<file path="src/rtl/xchg_reg_file_pkg.sv">
// Shared command encodings and engine state type for the exchange register file.
package xchg_reg_file_pkg;

  localparam logic [1:0] OP_NOP   = 2'b00;
  localparam logic [1:0] OP_SWAP  = 2'b01;
  localparam logic [1:0] OP_COPY  = 2'b10;
  localparam logic [1:0] OP_CLEAR = 2'b11;

  typedef enum logic [2:0] {
    StIdle,
    StRdA,
    StWrA,
    StWrB,
    StCpy,
    StClr,
    StDone
  } state_e;

endpackage

</file>
<file path="src/rtl/reg_file_2r1w.sv">
// Storage array: two asynchronous read ports, one synchronous write port, no reset.
module reg_file_2r1w #(
  parameter int unsigned addr_width = 7,
  parameter int unsigned data_width = 8
) (
  input  logic                  clk,
  input  logic                  we,
  input  logic [addr_width-1:0] waddr,
  input  logic [data_width-1:0] wdata,
  input  logic [addr_width-1:0] raddr_a,
  output logic [data_width-1:0] rdata_a,
  input  logic [addr_width-1:0] raddr_b,
  output logic [data_width-1:0] rdata_b
);

  localparam int unsigned depth = 2 ** addr_width;

  logic [data_width-1:0] mem [depth];

  always_ff @(posedge clk) begin
    if (we) begin
      mem[waddr] <= wdata;
    end
  end

  assign rdata_a = mem[raddr_a];
  assign rdata_b = mem[raddr_b];

endmodule

</file>
<file path="src/rtl/xchg_reg_file.sv">
// Register file with an internal engine performing SWAP, COPY and CLEAR between two entries.
module xchg_reg_file
  import xchg_reg_file_pkg::*;
#(
  parameter int unsigned addr_width = 7,
  parameter int unsigned data_width = 8
) (
  input  logic                  clk,
  input  logic                  reset_n,
  input  logic                  we,
  input  logic [addr_width-1:0] address_w,
  input  logic [data_width-1:0] data_w,
  input  logic [addr_width-1:0] address_r,
  output logic [data_width-1:0] data_r,
  input  logic                  op_req,
  input  logic [1:0]            op_code,
  input  logic [addr_width-1:0] address_A,
  input  logic [addr_width-1:0] address_B,
  output logic                  op_ready,
  output logic                  op_done,
  output logic                  wr_drop
);

  state_e                state_q, state_d;
  logic [data_width-1:0] tmp_q, tmp_d;
  logic [addr_width-1:0] a_q, b_q;
  logic                  wr_drop_q;

  logic                  mem_we;
  logic [addr_width-1:0] mem_waddr;
  logic [data_width-1:0] mem_wdata;
  logic [addr_width-1:0] eng_raddr;
  logic [data_width-1:0] eng_rdata;
  logic                  accept;

  assign accept = op_req && (state_q == StIdle) && (op_code != OP_NOP);

  reg_file_2r1w #(
    .addr_width(addr_width),
    .data_width(data_width)
  ) u_mem (
    .clk    (clk),
    .we     (mem_we),
    .waddr  (mem_waddr),
    .wdata  (mem_wdata),
    .raddr_a(address_r),
    .rdata_a(data_r),
    .raddr_b(eng_raddr),
    .rdata_b(eng_rdata)
  );

  // Engine writes own the port outside IDLE; external writes only reach it in IDLE.
  always_comb begin
    state_d   = state_q;
    tmp_d     = tmp_q;
    mem_we    = 1'b0;
    mem_waddr = address_w;
    mem_wdata = data_w;
    eng_raddr = a_q;
    op_ready  = 1'b0;
    op_done   = 1'b0;
    case (state_q)
      StIdle: begin
        op_ready = 1'b1;
        mem_we   = we;
        if (accept) begin
          case (op_code)
            OP_SWAP:  state_d = StRdA;
            OP_COPY:  state_d = StCpy;
            OP_CLEAR: state_d = StClr;
            default:  state_d = StIdle;
          endcase
        end
      end
      StRdA: begin
        tmp_d   = eng_rdata;
        state_d = StWrA;
      end
      StWrA: begin
        eng_raddr = b_q;
        mem_we    = 1'b1;
        mem_waddr = a_q;
        mem_wdata = eng_rdata;
        state_d   = StWrB;
      end
      StWrB: begin
        mem_we    = 1'b1;
        mem_waddr = b_q;
        mem_wdata = tmp_q;
        state_d   = StDone;
      end
      StCpy: begin
        mem_we    = 1'b1;
        mem_waddr = b_q;
        mem_wdata = eng_rdata;
        state_d   = StDone;
      end
      StClr: begin
        mem_we    = 1'b1;
        mem_waddr = a_q;
        mem_wdata = '0;
        state_d   = StDone;
      end
      StDone: begin
        op_done = 1'b1;
        state_d = StIdle;
      end
      default: state_d = StIdle;
    endcase
  end

  always_ff @(posedge clk or negedge reset_n) begin
    if (!reset_n) begin
      state_q   <= StIdle;
      tmp_q     <= '0;
      a_q       <= '0;
      b_q       <= '0;
      wr_drop_q <= 1'b0;
    end else begin
      state_q   <= state_d;
      tmp_q     <= tmp_d;
      wr_drop_q <= we && (state_q != StIdle);
      if (accept) begin
        a_q <= address_A;
        b_q <= address_B;
      end
    end
  end

  assign wr_drop = wr_drop_q;

endmodule

</file>
<file path="config.mk">
export PLATFORM = sky130hd
export DESIGN_NAME = xchg_reg_file
export DESIGN_NICKNAME = d
export VERILOG_FILES = /design/src/rtl/xchg_reg_file_pkg.sv /design/src/rtl/reg_file_2r1w.sv /design/src/rtl/xchg_reg_file.sv
export SDC_FILE = /design/constraint.sdc
export NUM_CORES = 2
export LEC_CHECK = 0
export ABC_AREA = 0
export CAP_MARGIN = 20
export CORE_ASPECT_RATIO = 0.5
export CORE_MARGIN = 2
export CORE_UTILIZATION = 30
export DETAILED_ROUTE_END_ITERATION = 8
export HOLD_SLACK_MARGIN = 0.08
export PLACE_DENSITY_LB_ADDON = 0.12
export SLEW_MARGIN = 10
export SYNTH_ARGS = -nofsm -noshare
export SYNTH_HDL_FRONTEND = slang
export SYNTH_SLANG_ARGS = --single-unit
export TNS_END_PERCENT = 30
</file>
<file path="constraint.sdc">
create_clock -name clk -period 5.6 [get_ports clk]
set_input_delay 1.12 -clock clk [delete_from_list [all_inputs] [get_ports clk]]
set_output_delay 1.12 -clock clk [all_outputs]
set_load 0.01 [all_outputs]
</file>
==> out/metrics.yaml <==
critical_path:
  critPathBufInv: 4
  crit_required_ns: 4.48
  arrival_ns: 4.34
  path_class: "in -> out"
  cp-end-kind: "output pin"
  ff2ff_path_depth: 13
  crit_fanout: 17
  slowest_stage: "mux4_2"
  crit_path_start_kind: "input pin"
  max_stage_delay_ns: 0.59
  cp_cell_sequence: "buf_8 -> buf_12 -> buf_12 -> mux4_2 -> mux4_2 -> mux4_2 -> mux2_2 -> clkdlybuf4s50_1"
  endpoint: "data_r[2]"
  rr_endpoint: "u_mem.mem[24][6]$_DFFE_PP_"
  cp-startpoint: "address_r[1]"
  r2r_start: "state_q[2]$_DFFE_PN0P_"
  reg2reg_slack_ns: 0.25
  path_delay_family: "multiplexers"
  crit_path_frequent_cell: "mux4_2"
  cp.depth: 8
power_and_ir_drop:
  total_power_mw: 38.8
  p_clk_share_pct: 17.8
  internal_power_mw: 22.0
  p_seq_share_pct: 33.4
  switching_power_mw: 16.8
  p_leak_nw: 19.7
  vdd_drop_max_mv: 0.805
  powerDensity_nw_per_um2: 655
  p_comb_share_pct: 48.8
  p_sw_share_pct: 43.3
global_routing:
  grt_start_max_net_pins: 82
  grt_pass1_vias: 33200
  grt_pass1_wl_um: 267000
  overflow: 0
  grtUsageTotal_pct: 22.1
  antenna_found_initial: 12
routing:
  drc: 0
  dr.pass1.iters: 6
  vias: 33200
  routed_wl_um: 193000
  antenna_left: 0
  drt_iter0_markers: 3831
  wl_per_cell_um: 33.1
  via_per_inst: 5.71
sta:
  timing.final.crit_share_pct: 97.5
  drv_slew: 0
  finalHoldViolations: 0
  whs_ns: 0.483
  setup_viol: 0
  setup-tns-final_ns: 0
  max_freq_mhz: 183
  rsz0062_at_grt: "no"
  worst_pin_slew_ns: 1.20
  maxSlewHeadroom_pct: 19.1
  finalClockSkew_ns: 0.0473
  finalCriticalPeriod_ns: 5.46
placement:
  postPlaceCellArea_um2: 56000
  port_buffers: 52
  dp_hpwl_um: 135000
  place.gp.congestion: 0.899
worst_hold_path:
  holdCritPathClass: "reg -> reg"
synth:
  netlist.area_leader.share_pct: 60.7
  seq_area_frac_synth_pct: 62.0
  ys_seq_elements: 1050
  syn-cell-area_um2: 50700
  synth_area_leader_cell: "edfxtp_1"
  synth.area.top_cells: "edfxtp_1 (61%), mux4_2 (15%), mux2i_1 (4.7%)"
  ys.flop_type: "edfxtp_1"
  synth-edff-count: 1024
  synth.net_count: 3291
  async_flop_share_pct: 2.48
  syn_inst: 3249
  syn_area_per_cell_um2: 15.6
  synth_warnings: 0
  synth_cell_types: 68
clock_tree:
  hold_buffers: 0
  cts_buffers: 104
  clock_latency_ns: 0.74
  htreeDepth: 3
  postCtsSetupBuffers: 0
  tritoncts: "done"
  max-clock-path-buffers: 3
  cts.clk_slew.worst_paths_ns: 0.07
  cts.sinks: 1050
  root_buffer: "clkbuf_16"
  cts_resized: 0
layout:
  layout-drive-gt1-share_pct: 26.2
  final_core_util_pct: 35.4
  area_delta_synth_final_pct: 16.8
  final_cell_area_um2: 59200
  finalNetCount: 3501
  num-fill-cells: 15900
floorplanning:
  chipHeight_um: 295
  dieArea_um2: 172000
  core-area_um2: 167000
  io_pins: 53
  initial_core_util_pct: 30.3
  std_cell_rows: 106
  die-width_um: 585
run_status:
  status: "finished, final reports clean"
run:
  maxCapViolCount: 0
==> routing by layer <==
metal | GRT usage, % | wire length, µm | vias to the layer above
met5 | 0.420 | 113 | -
met3 | 3.71 | 12600 | 252
met1 | 30.5 | 83500 | 18000
li1 | - | - | 13700
met2 | 35.8 | 90500 | 1272
met4 | 6.57 | 5750 | 6
==> metrics by stage <==
step	worst slack, ns	instances
after global routing	0.0687	5812
after global placement	0.130	5620
after detailed placement	0.133	5621
final	0.140	5815
after floorplan	0.209	3249
after CTS	0.133	5811
==> power groups by stage <==
stage          clock, mW  combinational (mW)  sequential, mW
3_5_place_dp           0                18.9            13.1
2_1_floorplan          0                9.32            13.3
5_1_grt             7.33                19.9            13.0
4_1_cts             7.03                18.9            12.9
3_3_place_gp           0                18.8            13.1
6_report            6.90                18.9            13.0
==> sequential cells by signal, summed over array words and instances (netlist names) <==
name / flops
a_q: 7
b_q: 7
state_q: 3
tmp_q: 8
u_mem.mem: 1024
wr_drop: 1
==> area by class of cell <==
| cell class | count | area, µm² | share of cell area, % |
|---|---|---|---|
| diodes | 4 | 10.0 | 0.0169 |
| clock buffers | 126 | 2730 | 4.61 |
| clock inverters | 64 | 479 | 0.810 |
| inverters | 52 | 195 | 0.330 |
| multi-input cells | 1896 | 17900 | 30.3 |
| flip-flops and latches | 1050 | 31400 | 53.1 |
| well taps | 2268 | 2840 | 4.79 |
| repair buffers | 355 | 3590 | 6.06 |
==> cells by family after synthesis <==
family	synth area share (%)
simple gates	6.39
buf+inv	2.83
compound gates	6.95
flops	62.0
mux	21.9
xor+xnor	0.0173
==> worst min-delay path by stage <==
stage	slack, ns	end	from	cells past startpoint
2_1_floorplan	0.45	tmp_q[1]$_DFFE_PN0N_	tmp_q[1]$_DFFE_PN0N_	2
3_3_place_gp	0.47	tmp_q[6]$_DFFE_PN0N_	tmp_q[6]$_DFFE_PN0N_	2
3_5_place_dp	0.47	tmp_q[1]$_DFFE_PN0N_	tmp_q[1]$_DFFE_PN0N_	2
4_1_cts	0.49	tmp_q[1]$_DFFE_PN0N_	tmp_q[1]$_DFFE_PN0N_	2
5_1_grt	0.52	tmp_q[1]$_DFFE_PN0N_	tmp_q[1]$_DFFE_PN0N_	2
6_report	0.48	tmp_q[3]$_DFFE_PN0N_	tmp_q[3]$_DFFE_PN0N_	2
==> synth_stat cells, types with 11 or more instances <==
cell type	number
o21ai_0	45
inv_1	52
a311oi_1	24
buf_1	40
nor4b_1	24
dfrtp_1	26
mux2i_1	240
or3b_2	11
clkbuf_1	121
buf_6	21
o22ai_1	48
mux4_2	336
a22oi_1	18
a21oi_1	89
nor3b_1	11
nand3_1	78
buf_2	48
nor2_1	158
a222oi_1	25
a31oi_1	34
nand2_1	369
o2111ai_1	14
a211oi_1	99
a221oi_1	14
edfxtp_1	1024
nor4_1	12
a32oi_1	16
nand4_1	15
mux2_2	96
a21boi_0	13
buf_4	21
==> worst min-delay path, cell delays in order (launching register included) <==
cell	delay [ns]
dfrtp_1	0.34
nand2_1	0.04
o21ai_0	0.06
==> cell usage in the layout, fill, tap and decap left out, drive strengths merged, types with 13 or more instances in the layout <==
| master | n |
|---|---|
| a211oi | 99 |
| a21boi | 13 |
| a21oi | 91 |
| a221oi | 14 |
| a222oi | 25 |
| a22oi | 18 |
| a311oi | 24 |
| a31oi | 34 |
| a32oi | 16 |
| buf | 307 |
| clkbuf | 126 |
| clkdlybuf4s50 | 48 |
| clkinv | 46 |
| dfrtp | 26 |
| edfxtp | 1024 |
| inv | 55 |
| mux2 | 97 |
| mux2i | 241 |
| mux4 | 336 |
| nand2 | 369 |
| nand3 | 79 |
| nand4 | 15 |
| nor2 | 158 |
| nor4b | 24 |
| o2111ai | 14 |
| o21ai | 52 |
| o22ai | 48 |
| or3b | 13 |
No activity file was read; power rests on OpenSTA's default activity.
